--- src/rtl/exmem_pipe_stage.sv ---
// exmem_pipe_stage: execute-to-memory pipeline register with valid/ready
// handshaking, an optional skid entry, flush-to-bubble and saturating
// stall/flush event counters.
module exmem_pipe_stage #(
  parameter int PAYLOAD_W = 198,
  parameter int CTRL_W    = 6,
  parameter int SKID      = 1,
  parameter int CNT_W     = 16
) (
  input  logic                 clk,
  input  logic                 reset,
  input  logic                 flush,
  input  logic                 in_valid,
  output logic                 in_ready,
  input  logic [PAYLOAD_W-1:0] in_payload,
  input  logic [CTRL_W-1:0]    in_ctrl,
  output logic                 out_valid,
  input  logic                 out_ready,
  output logic [PAYLOAD_W-1:0] out_payload,
  output logic [CTRL_W-1:0]    out_ctrl,
  output logic [CNT_W-1:0]     stall_cnt,
  output logic [CNT_W-1:0]     flush_cnt
);

  localparam bit HAS_SKID = (SKID != 0);

  // Saturating increment: holds at all-ones instead of wrapping.
  function automatic logic [CNT_W-1:0] sat_inc(input logic [CNT_W-1:0] v);
    logic [CNT_W-1:0] r;
    if (v == {CNT_W{1'b1}}) begin
      r = v;
    end else begin
      r = v + {{(CNT_W-1){1'b0}}, 1'b1};
    end
    return r;
  endfunction

  // Main entry (drives the outputs)
  logic                 m_valid_q,   m_valid_d;
  logic [PAYLOAD_W-1:0] m_payload_q, m_payload_d;
  logic [CTRL_W-1:0]    m_ctrl_q,    m_ctrl_d;
  // Skid entry (stays empty when SKID=0)
  logic                 s_valid_q,   s_valid_d;
  logic [PAYLOAD_W-1:0] s_payload_q, s_payload_d;
  logic [CTRL_W-1:0]    s_ctrl_q,    s_ctrl_d;
  // Event counters
  logic [CNT_W-1:0]     stall_cnt_q, stall_cnt_d;
  logic [CNT_W-1:0]     flush_cnt_q, flush_cnt_d;

  logic in_xfer_s;
  logic m_free_s;

  // With a skid entry in_ready is a pure flop output; without it the stage
  // can refill in the same cycle the memory stage drains it.
  assign in_ready  = HAS_SKID ? ~s_valid_q : (~m_valid_q | out_ready);
  assign in_xfer_s = in_valid & in_ready;
  assign m_free_s  = ~m_valid_q | out_ready;

  assign out_valid   = m_valid_q;
  assign out_payload = m_payload_q;
  assign out_ctrl    = m_ctrl_q & {CTRL_W{m_valid_q}};
  assign stall_cnt   = stall_cnt_q;
  assign flush_cnt   = flush_cnt_q;

  // Next-state: flush kills everything, otherwise skid drains before new input.
  always_comb begin
    m_valid_d   = m_valid_q;
    m_payload_d = m_payload_q;
    m_ctrl_d    = m_ctrl_q;
    s_valid_d   = s_valid_q;
    s_payload_d = s_payload_q;
    s_ctrl_d    = s_ctrl_q;
    stall_cnt_d = stall_cnt_q;
    flush_cnt_d = flush_cnt_q;

    if (flush) begin
      m_valid_d   = 1'b0;
      m_payload_d = {PAYLOAD_W{1'b0}};
      m_ctrl_d    = {CTRL_W{1'b0}};
      s_valid_d   = 1'b0;
      s_payload_d = {PAYLOAD_W{1'b0}};
      s_ctrl_d    = {CTRL_W{1'b0}};
      // Only count flushes that actually discarded an instruction.
      if (m_valid_q | s_valid_q | in_xfer_s) begin
        flush_cnt_d = sat_inc(flush_cnt_q);
      end else begin
        flush_cnt_d = flush_cnt_q;
      end
    end else begin
      if (m_free_s) begin
        if (s_valid_q) begin
          m_valid_d   = 1'b1;
          m_payload_d = s_payload_q;
          m_ctrl_d    = s_ctrl_q;
          s_valid_d   = 1'b0;
        end else if (in_xfer_s) begin
          m_valid_d   = 1'b1;
          m_payload_d = in_payload;
          m_ctrl_d    = in_ctrl;
        end else begin
          // Bubble: payload is left as-is, ctrl is masked at the output.
          m_valid_d = 1'b0;
        end
      end else begin
        // Main is stalled; an accepted instruction parks in the skid entry.
        if (HAS_SKID && in_xfer_s) begin
          s_valid_d   = 1'b1;
          s_payload_d = in_payload;
          s_ctrl_d    = in_ctrl;
        end else begin
          s_valid_d = s_valid_q;
        end
      end

      if (m_valid_q & ~out_ready) begin
        stall_cnt_d = sat_inc(stall_cnt_q);
      end else begin
        stall_cnt_d = stall_cnt_q;
      end
    end
  end

  // State registers with synchronous reset that overrides flush.
  always_ff @(posedge clk) begin
    if (reset) begin
      m_valid_q   <= 1'b0;
      m_payload_q <= {PAYLOAD_W{1'b0}};
      m_ctrl_q    <= {CTRL_W{1'b0}};
      s_valid_q   <= 1'b0;
      s_payload_q <= {PAYLOAD_W{1'b0}};
      s_ctrl_q    <= {CTRL_W{1'b0}};
      stall_cnt_q <= {CNT_W{1'b0}};
      flush_cnt_q <= {CNT_W{1'b0}};
    end else begin
      m_valid_q   <= m_valid_d;
      m_payload_q <= m_payload_d;
      m_ctrl_q    <= m_ctrl_d;
      s_valid_q   <= s_valid_d;
      s_payload_q <= s_payload_d;
      s_ctrl_q    <= s_ctrl_d;
      stall_cnt_q <= stall_cnt_d;
      flush_cnt_q <= flush_cnt_d;
    end
  end

endmodule

--- config.mk ---
export PLATFORM = sky130hd
export DESIGN_NAME = exmem_pipe_stage
export DESIGN_NICKNAME = d
export VERILOG_FILES = /design/src/rtl/exmem_pipe_stage.sv
export SDC_FILE = /design/constraint.sdc
export NUM_CORES = 1
export LEC_CHECK = 0
export ABC_AREA = 1
export CAP_MARGIN = 20
export CORE_ASPECT_RATIO = 1.4
export CORE_MARGIN = 2
export CORE_UTILIZATION = 40
export CTS_CLUSTER_SIZE = 14
export DETAILED_ROUTE_END_ITERATION = 10
export GPL_ROUTABILITY_DRIVEN = 0
export PLACE_DENSITY = 0.67
export SYNTH_ARGS = -nofsm -noshare
export SYNTH_HDL_FRONTEND = slang
export SYNTH_SLANG_ARGS = --single-unit
--- constraint.sdc ---
create_clock -name clk -period 1.8 [get_ports clk]
set_input_delay 0.36 -clock clk [delete_from_list [all_inputs] [get_ports clk]]
set_output_delay 0.36 -clock clk [all_outputs]
set_load 0.005 [all_outputs]
==> qor.txt, run 1 <==
status: complete, no violations
Die ar.: 48100 sq um
leakage: 10.5 nW
Area contributors post-synth: dfxtp_1 (48%), nand2_1 (19%), a311oi_2 (9.7%)
DR vias: 17500
Clk pin slew, worst setup/hold paths: 60 ps
Non-Filler Instances: 3424
crit path max fanout: 2
Post-Syn Nets: 2582
CTS buffer count: 44
Wirelength per Cell: 16.4 um
yosys warns: 0
Fin. Hold Viols: 0
Core Area: 45800 sq um
clk_skew: 17.9 ps
Synth top cells by count: nand2_1 (929), dfxtp_1 (442), nor2_1 (272)
Chip Height: 259 um
flop and latch count out of synthesis: 442
Synth Instances: 2371
final period utilization: 98.0%
cell taking the most area after synthesis: dfxtp_1
Worst VDD drop: 0.000611 V
Nets: 2984
crit-path cells: clkdlybuf4s50_1
share of layout cells above drive strength 1: 12.5%
fill count: 4208
Final min period: 1760 ps
Crit path largest cell delay: 520 ps
Post-synth ARST share: 0%
Synth-to-Final Area Change: 37.9%
hpwl dp: 39000 um
total iterations of the first detailed-routing run: 5
CP Depth: 1
Synth top area share: 47.7%
Peak Freq: 0.567 GHz
PwrDens: 861 nW/um^2
CTS tree: done
GRT Residual Overflow: 0
Cell Area, Synth: 18500 sq um
global-route wire length before repair: 87400 um
final setup fails: 0
vias in the first global route: 16800
CTS root buffer: clkbuf_16
clk sinks: 442
Critical Setup Path Class: flop to output port
Clock Latency Late Sink: 550 ps
CP delay by family, top: buffers and inverters
sequential share of the synthesized area: 47.7%
ys flop type: dfxtp_1
Clock Tree Buf Depth: 3
Final Util: 55.8%
Buffers & Inverters on Critical Path: 1
crit path max-delay cell type: clkdlybuf4s50_1
FF-to-FF path depth: 8
Die Wd: 186 um
Slew headroom: 56.7%
Slew @ Worst Pin: 650 ps
worst hold-check path type: input port to flop
Critical Path RT: 1440 ps
final wirelength: 56100 um
MaxCap Viol Count: 0
most common cell in the netlist: nand2_1
Initial DRC Count: 931
EDFF count, synth: 0
fin. max-slew vios: 0
Vias/cell: 5.11
CP Capture Type: output port
H-tree depth: 2
Design Power: 22.0 mW
DRC errors left: 0
ANT nets after route: 0
Distinct cells, synth: 23
CP Data Arrival Time: 1400 ps
gr usage total: 22.5%
largest net degree at the start of global routing: 120
Top Ports: 447
hold path depth: 3
row count: 93
mean area per synthesized cell: 7.82 sq um
Startpoint Class: flop
initial antenna violation count: 3
unrepaired setup endpoints after global routing: true
cell count after placement: 3343
Port Buffers: 446
Initial Utilization: 40.4%
[tightest hold or removal path: stages]
cell and delay [ps]:
clkdlybuf4s50_1 410, nand2_1 70, a21oi_1 50
[cells by family after synthesis]
logic type               Yosys count  synth area share [%]
AO/OA/AOI/OAI                    424                  19.6
adder cells (fa/ha/maj)            2                 0.135
buffers and inverters            248                  6.63
flip-flops                       442                  47.7
AND/OR/NAND/NOR                 1254                  25.8
XOR/XNOR                           1                0.0472
[through the flow]
step	TNS [ps]	worst slack, ps	hold WS, ps	instance area (sq um)
2_1_floorplan	0	208	432	18500
3_3_place_gp	-28400	-123	449	24000
3_5_place_dp	-42710	-231	454	24000
4_1_cts	0	0.320	363	25400
5_1_grt	-14.1	-7.21	387	25600
6_report	0	35.5	391	25600
[registers in the layout (all words and copies together), names as in the netlist]
register / flops
s_ctrl_q: 6
m_ctrl_q: 6
out_valid: 1
stall_cnt: 16
flush_cnt: 16
s_payload_q: 198
out_payload: 198
s_valid_q: 1
[per-layer routing]
| layer | track usage [%] | vias to the layer above | part of all wire (%) |
|---|---|---|---|
| met1 | 25.3 | 8168 | 38 |
| met4 | 11.8 | 2 | 5.3 |
| met2 | 39.8 | 529 | 50 |
| met3 | 4.65 | 151 | 6.0 |
| met5 | 0 | - | 0.023 |
| li1 | - | 8647 | - |
[layout by cell type, fill, tap and decap left out, types with 2 or more instances in the layout]
master / netlist / final
nand2_4: 0 / 2
bufinv_16: 0 / 3
dfxtp_2: 0 / 47
clkdlybuf4s50_1: 0 / 281
clkbuf_8: 0 / 11
or2_2: 2 / 2
clkinv_2: 0 / 3
nand2_1: 929 / 926
inv_1: 58 / 58
nor3_1: 8 / 8
dlygate4sd2_1: 0 / 108
buf_4: 1 / 61
clkbuf_16: 0 / 47
dfxtp_1: 442 / 392
diode_2: 0 / 2
nor2_2: 2 / 3
a311oi_2: 120 / 120
nand3b_1: 2 / 2
buf_12: 0 / 34
a21oi_1: 220 / 220
dlymetal6s2s_1: 0 / 54
nand3_1: 36 / 35
nor2_4: 1 / 2
a311oi_1: 84 / 84
dfxtp_4: 0 / 3
clkbuf_1: 94 / 12
clkdlybuf4s15_1: 0 / 2
inv_2: 4 / 2
nor2_1: 272 / 270
[what timing repair did]
action	4_1_cts	5_1_grt
resized for setup	153	76
hold buffers	0	0
endpoints found under the hold margin	0	0
setup endpoints to repair	131	99
buffers inserted	1	0
[power breakdown]
part	total (mW)	internal, mW	leakage, nW	switching (mW)
clock network	9.47	5.65	0.738	3.82
logic	2.36	1.20	6.16	1.16
registers	10.2	10.0	3.61	0.149
total	22.0	16.9	10.5	5.13
[final timing paths]
check | from | endpoint | slack [ps]
max | out_payload[154] | out_payload[154] | 40
min | in_payload[184] | s_payload_q[184] | 390
min reg2reg | s_payload_q[89] | s_payload_q[89] | 460
max reg2reg | out_valid | out_payload[20] | 130
[layout make-up]
| type | instances | area [sq um] | area share (%) |
|---|---|---|---|
| flip-flops and latches | 442 | 8920 | 34.9 |
| multi-input cells | 1681 | 8510 | 33.3 |
| repair buffers | 542 | 5610 | 21.9 |
| clock buffers | 70 | 1370 | 5.37 |
| well taps | 617 | 772 | 3.02 |
| inverters | 62 | 245 | 0.959 |
| clock inverters | 8 | 130 | 0.509 |
| diodes | 2 | 5.00 | 0.0196 |
(Power assumes the default switching activity.)
==> run 2, diff against run 1 <==
- CORE_MARGIN: 2 -> not set
- clock period: 1.8 -> 2.3 ns (I/O delays scaled with it)
==> qor.txt, run 2 (synthesis results as in run 1) <==
initial antenna violation count: 3 (unchanged)
final period utilization: 95.6%
total iterations of the first detailed-routing run: 5 (unchanged)
status: complete, no violations
Die Wd: 184 um (-1.1%)
worst hold-check path type: flop to flop
DR vias: 17300 (-1.1%)
hpwl dp: 36700 um (-5.7%)
Top Ports: 447 (unchanged)
clk sinks: 442 (unchanged)
Critical Path RT: 1840 ps (+400 ps)
Clock Latency Late Sink: 550 ps (about the same)
Non-Filler Instances: 3394 (-0.88%)
H-tree depth: 2 (unchanged)
CTS root buffer: clkbuf_16
MaxCap Viol Count: 0 (unchanged)
Startpoint Class: flop
clk_skew: 9.88 ps (-7.97 ps)
fill count: 4271 (+1.5%)
global-route wire length before repair: 86300 um (-1.2%)
Slew @ Worst Pin: 787 ps (+136 ps)
Slew headroom: 47.6% (-9.1 points)
CP Capture Type: output port
# resized after CTS: 0 (-100%)
GRT Residual Overflow: 0 (unchanged)
GRT met2 Usage: 38.6% (-1.2 points)
commonest non-fill, non-tap cell in the layout: nand2_1
Nets: 2951 (-1.1%)
cell count after placement: 3311 (-0.96%)
crit path launch: out_valid
row count: 93 (unchanged)
post-CTS setup buffer count: 0 (-1)
DRC errors left: 0 (unchanged)
CTS buffer count: 44 (unchanged)
PwrDens: 689 nW/um^2 (-20%)
met1 Usage GRT: 26.5% (+1.2 points)
post-route cell area: 25200 sq um (-1.4%)
crit path max fanout: 8 (+6)
leakage: 8.95 nW (-15%)
Initial DRC Count: 1131 (+21%)
Wirelength per Cell: 16.1 um (-1.6%)
final wirelength: 54700 um (-2.4%)
Peak Freq: 0.455 GHz
ANT nets after route: 0 (unchanged)
grt peak-use layer: met2
largest net degree at the start of global routing: 153 (+28%)
share of layout cells above drive strength 1: 9.66% (-2.8 points)
Final min period: 2200 ps
most frequent cells in the layout: nand2_1 (928), clkdlybuf4s50_1 (446), dfxtp_1 (441)
Port Buffers: 446 (unchanged)
Fin. Hold Viols: 0 (unchanged)
met3 Track Usage GR: 4.36% (-0.29 points)
DP Worst Slack: -52.0 ps (+179 ps)
gr usage total: 22.6% (+0.080 points)
Critical Setup Path Class: flop to output port
CP Data Arrival Time: 1740 ps (+340 ps)
unrepaired setup endpoints after global routing: false
Core Area: 45800 sq um (unchanged)
vias in the first global route: 16000 (-4.6%)
CTS tree: done
launch point of the worst reg-to-reg path: out_valid
Area after DPL: 23700 sq um (-1.2%)
fin. max-slew vios: 0 (unchanged)
Clock Tree Buf Depth: 3 (unchanged)
Clk pin slew, worst setup/hold paths: 60 ps (about the same)
Final WS setup: 100 ps (+64.7 ps)
Die ar.: 47200 sq um (-1.8%)
Chip Height: 257 um (-0.77%)
Hold Crit Start: s_payload_q[172]
final setup fails: 0 (unchanged)
Final Util: 55.0% (-0.77 points)
# hold bufs at CTS: 0 (unchanged)
Worst VDD drop: 0.000458 V (-25%)
Initial Utilization: 40.4% (unchanged)
Vias/cell: 5.10 (-0.21%)
Synth-to-Final Area Change: 36.0%
-- run 2: power breakdown --
part | leakage [nW] | switching, mW | internal [mW] | total [mW]
clock | 0.761 | 3.03 | 4.50 | 7.53
combinational | 4.60 | 0.897 | 0.967 | 1.86
sequential | 3.59 | 0.116 | 7.85 | 7.96
total | 8.95 | 4.05 | 13.3 | 17.4
-- run 2: metal layers --
metal  routed length (um)  up-vias
met5                    0        -
li1                     -     8570
met2                26900      546
met1                21500     8049
met4                 2960        0
met3                 3340      143
-- run 2: path summary, 6_finish.rpt --
| kind | endpoint | slack, ps | depth (start not counted) |
|---|---|---|---|
| max reg2reg | s_payload_q[117] | 400 | 8 |
| min reg2reg | s_payload_q[172] | 460 | 2 |
| max | out_ctrl[0] | 100 | 4 |
| min | s_payload_q[172] | 460 | 2 |
-- run 2: per-stage QoR --
| step | setup TNS, ps | hold WS, ps | total power [mW] |
|---|---|---|---|
| finish | 0 | 463 | 17.4 |
| global route | 0 | 477 | 18.0 |
| CTS | 0 | 453 | 17.6 |
| detailed placement | -1280 | 455 | 10.0 |
| global placement | 0 | 451 | 9.98 |
| floorplan | 0 | 444 | 8.95 |
-- run 2: critical path: stages (launching register included) --
cell	delay, ps
dfxtp_1	310
buf_4	180
nand2_1	70
inv_1	110
clkdlybuf4s50_1	510
-- run 2: cell type report --
cell class                 instances  area [sq um]  area share [%]
sequential                       442          8850            35.1
multi-input combinational       1681          8490            33.7
timing repair buffer             509          5310            21.1
clock buffer                      65          1340            5.32
tap                              617           772            3.06
inverter                          62           243           0.963
clock inverter                    15           193           0.764
antenna                            3          7.51          0.0298
==> run 3, diff against run 2 <==
- CORE_UTILIZATION: 40 -> 45
- PLACE_DENSITY: 0.67 -> 0.74
==> qor.txt, run 3 (synthesis results as in run 1) <==
commonest non-fill, non-tap cell in the layout: nand2_1
Clk pin slew, worst setup/hold paths: 60 ps (about the same)
Top Ports: 447 (unchanged)
Initial DRC Count: 1277 (+13%)
GRT Residual Overflow: 0 (unchanged)
Clock Power Share: 42.9% (-0.5 points)
P_int: 13.3 mW (about the same)
Wirelength per Cell: 16.3 um (+1.1%)
gr usage total: 25.0% (+2.4 points)
Clock Latency Late Sink: 540 ps (about the same)
CP Capture Type: output port
global-route wire length before repair: 86400 um (+0.14%)
Sw Ratio: 22.8% (-0.50 points)
Psw: 3.93 mW (-2.8%)
MaxCap Viol Count: 0 (unchanged)
worst hold-check path type: flop to flop
Design Power: 17.2 mW (-0.66%)
largest net degree at the start of global routing: 110 (-28%)
DRC errors left: 0 (unchanged)
Critical Path RT: 1840 ps (about the same)
total iterations of the first detailed-routing run: 5 (unchanged)
Chip Height: 242 um (-5.7%)
Final Util: 62.3% (+7.3 points)
CTS tree: done
Critical Setup Path Class: flop to output port
Seq pwr share: 46.3% (+0.4 points)
clk sinks: 442 (unchanged)
Final min period: 2170 ps (-31.8 ps)
Core Area: 40500 sq um (-12%)
Port Buffers: 446 (unchanged)
fin. max-slew vios: 0 (unchanged)
Final WS setup: 132 ps (+31.8 ps)
share of layout cells above drive strength 1: 10.2% (+0.52 points)
crit path max fanout: 30 (+22)
Nets: 2970 (+0.64%)
PwrDens: 683 nW/um^2 (-0.78%)
Die ar.: 42000 sq um (-11%)
Worst VDD drop: 0.000669 V (+46%)
Vias/cell: 5.31 (+4.0%)
final wirelength: 54300 um (-0.81%)
Peak Freq: 0.461 GHz (+1.5%)
CP Data Arrival Time: 1710 ps (-30 ps)
leakage: 9.03 nW (+0.84%)
Die Wd: 174 um (-5.7%)
CTS buffer count: 43 (-2.3%)
clk_skew: 8.00 ps (-1.89 ps)
Initial Utilization: 45.8% (+5.3 points)
Slew headroom: 61.0% (+13 points)
status: complete, no violations
hpwl dp: 36700 um (-0.11%)
initial antenna violation count: 7 (+4)
CTS root buffer: clkbuf_16
vias in the first global route: 16800 (+4.8%)
Synth-to-Final Area Change: 36.1%
DR vias: 17700 (+2.0%)
Combinational Power Share: 10.8% (about the same)
Startpoint Class: flop
Fin. Hold Viols: 0 (unchanged)
Slew @ Worst Pin: 582 ps (-204 ps)
DP Worst Slack: 32.9 ps (+84.9 ps)
final setup fails: 0 (unchanged)
ANT nets after route: 0 (unchanged)
most frequent cells in the layout: nand2_1 (928), clkdlybuf4s50_1 (446), dfxtp_1 (440)
unrepaired setup endpoints after global routing: false
row count: 87 (-6.5%)
Clock Tree Buf Depth: 3 (unchanged)
post-CTS setup buffer count: 0 (unchanged)
H-tree depth: 2 (unchanged)
final period utilization: 94.3% (-1.4 points)
## run 3: cell types whose count changed in the layout (fill, tap and decap cells not counted), moves of 2 or more
| cell | previous run | this run |
|---|---|---|
| diode_2 | 3 | 6 |
| clkbuf_16 | 46 | 43 |
| clkinv_2 | 8 | 3 |
| buf_4 | 33 | 51 |
| bufinv_16 | 4 | 6 |
## run 3: worst paths after layout
check	start	end	slack, ps	depth (start not counted)
worst max-delay path	s_valid_q	in_ready	130	2
worst max register to register	s_valid_q	out_payload[99]	420	6
worst min register to register	s_payload_q[107]	s_payload_q[107]	460	2
worst min-delay path	s_payload_q[107]	s_payload_q[107]	460	2
## run 3: power by group through the flow
stage	clock network, mW	logic (mW)	registers, mW
CTS	7.56	1.87	7.98
global route	7.89	2.01	7.99
finish	7.41	1.86	7.98
floorplan	0	0.825	8.13
global placement	0	1.82	8.14
detailed placement	0	1.85	8.15
## run 3: area by class of cell
cell class,instances,area [sq um]
Multi-Input combinational cell,1681,8490
Sequential cell,442,8850
Antenna cell,6,15.0
Clock buffer,62,1270
Inverter,62,243
Tap cell,534,668
Fill cell,3476,15200
Timing Repair Buffer,529,5480
Clock inverter,13,228
## run 3: timing repair
item	4_1_cts	5_1_grt
gates resized for setup	1	0
hold buffers	0	0
setup endpoints to repair	4	0
## run 3: critical path, stage by stage, from the launching register on
cell	delay (ps)
dfxtp_4	630
inv_6	80
clkdlybuf4s50_1	460
## run 3: per-layer routing
metal,wire (um),track usage (%)
met4,3740,17.2
met2,26900,43.2
met1,20300,27.6
met3,3380,4.66
met5,0,0
## run 3: per-stage QoR
step	TNS (ps)	std cells	instance area, sq um	hold slack [ps]
4_1_cts	0	3323	25200	465
3_5_place_dp	0	3248	23700	455
3_3_place_gp	-157	3247	23700	449
2_1_floorplan	0	2371	18500	444
6_report	0	3329	25200	463
5_1_grt	0	3329	25200	477
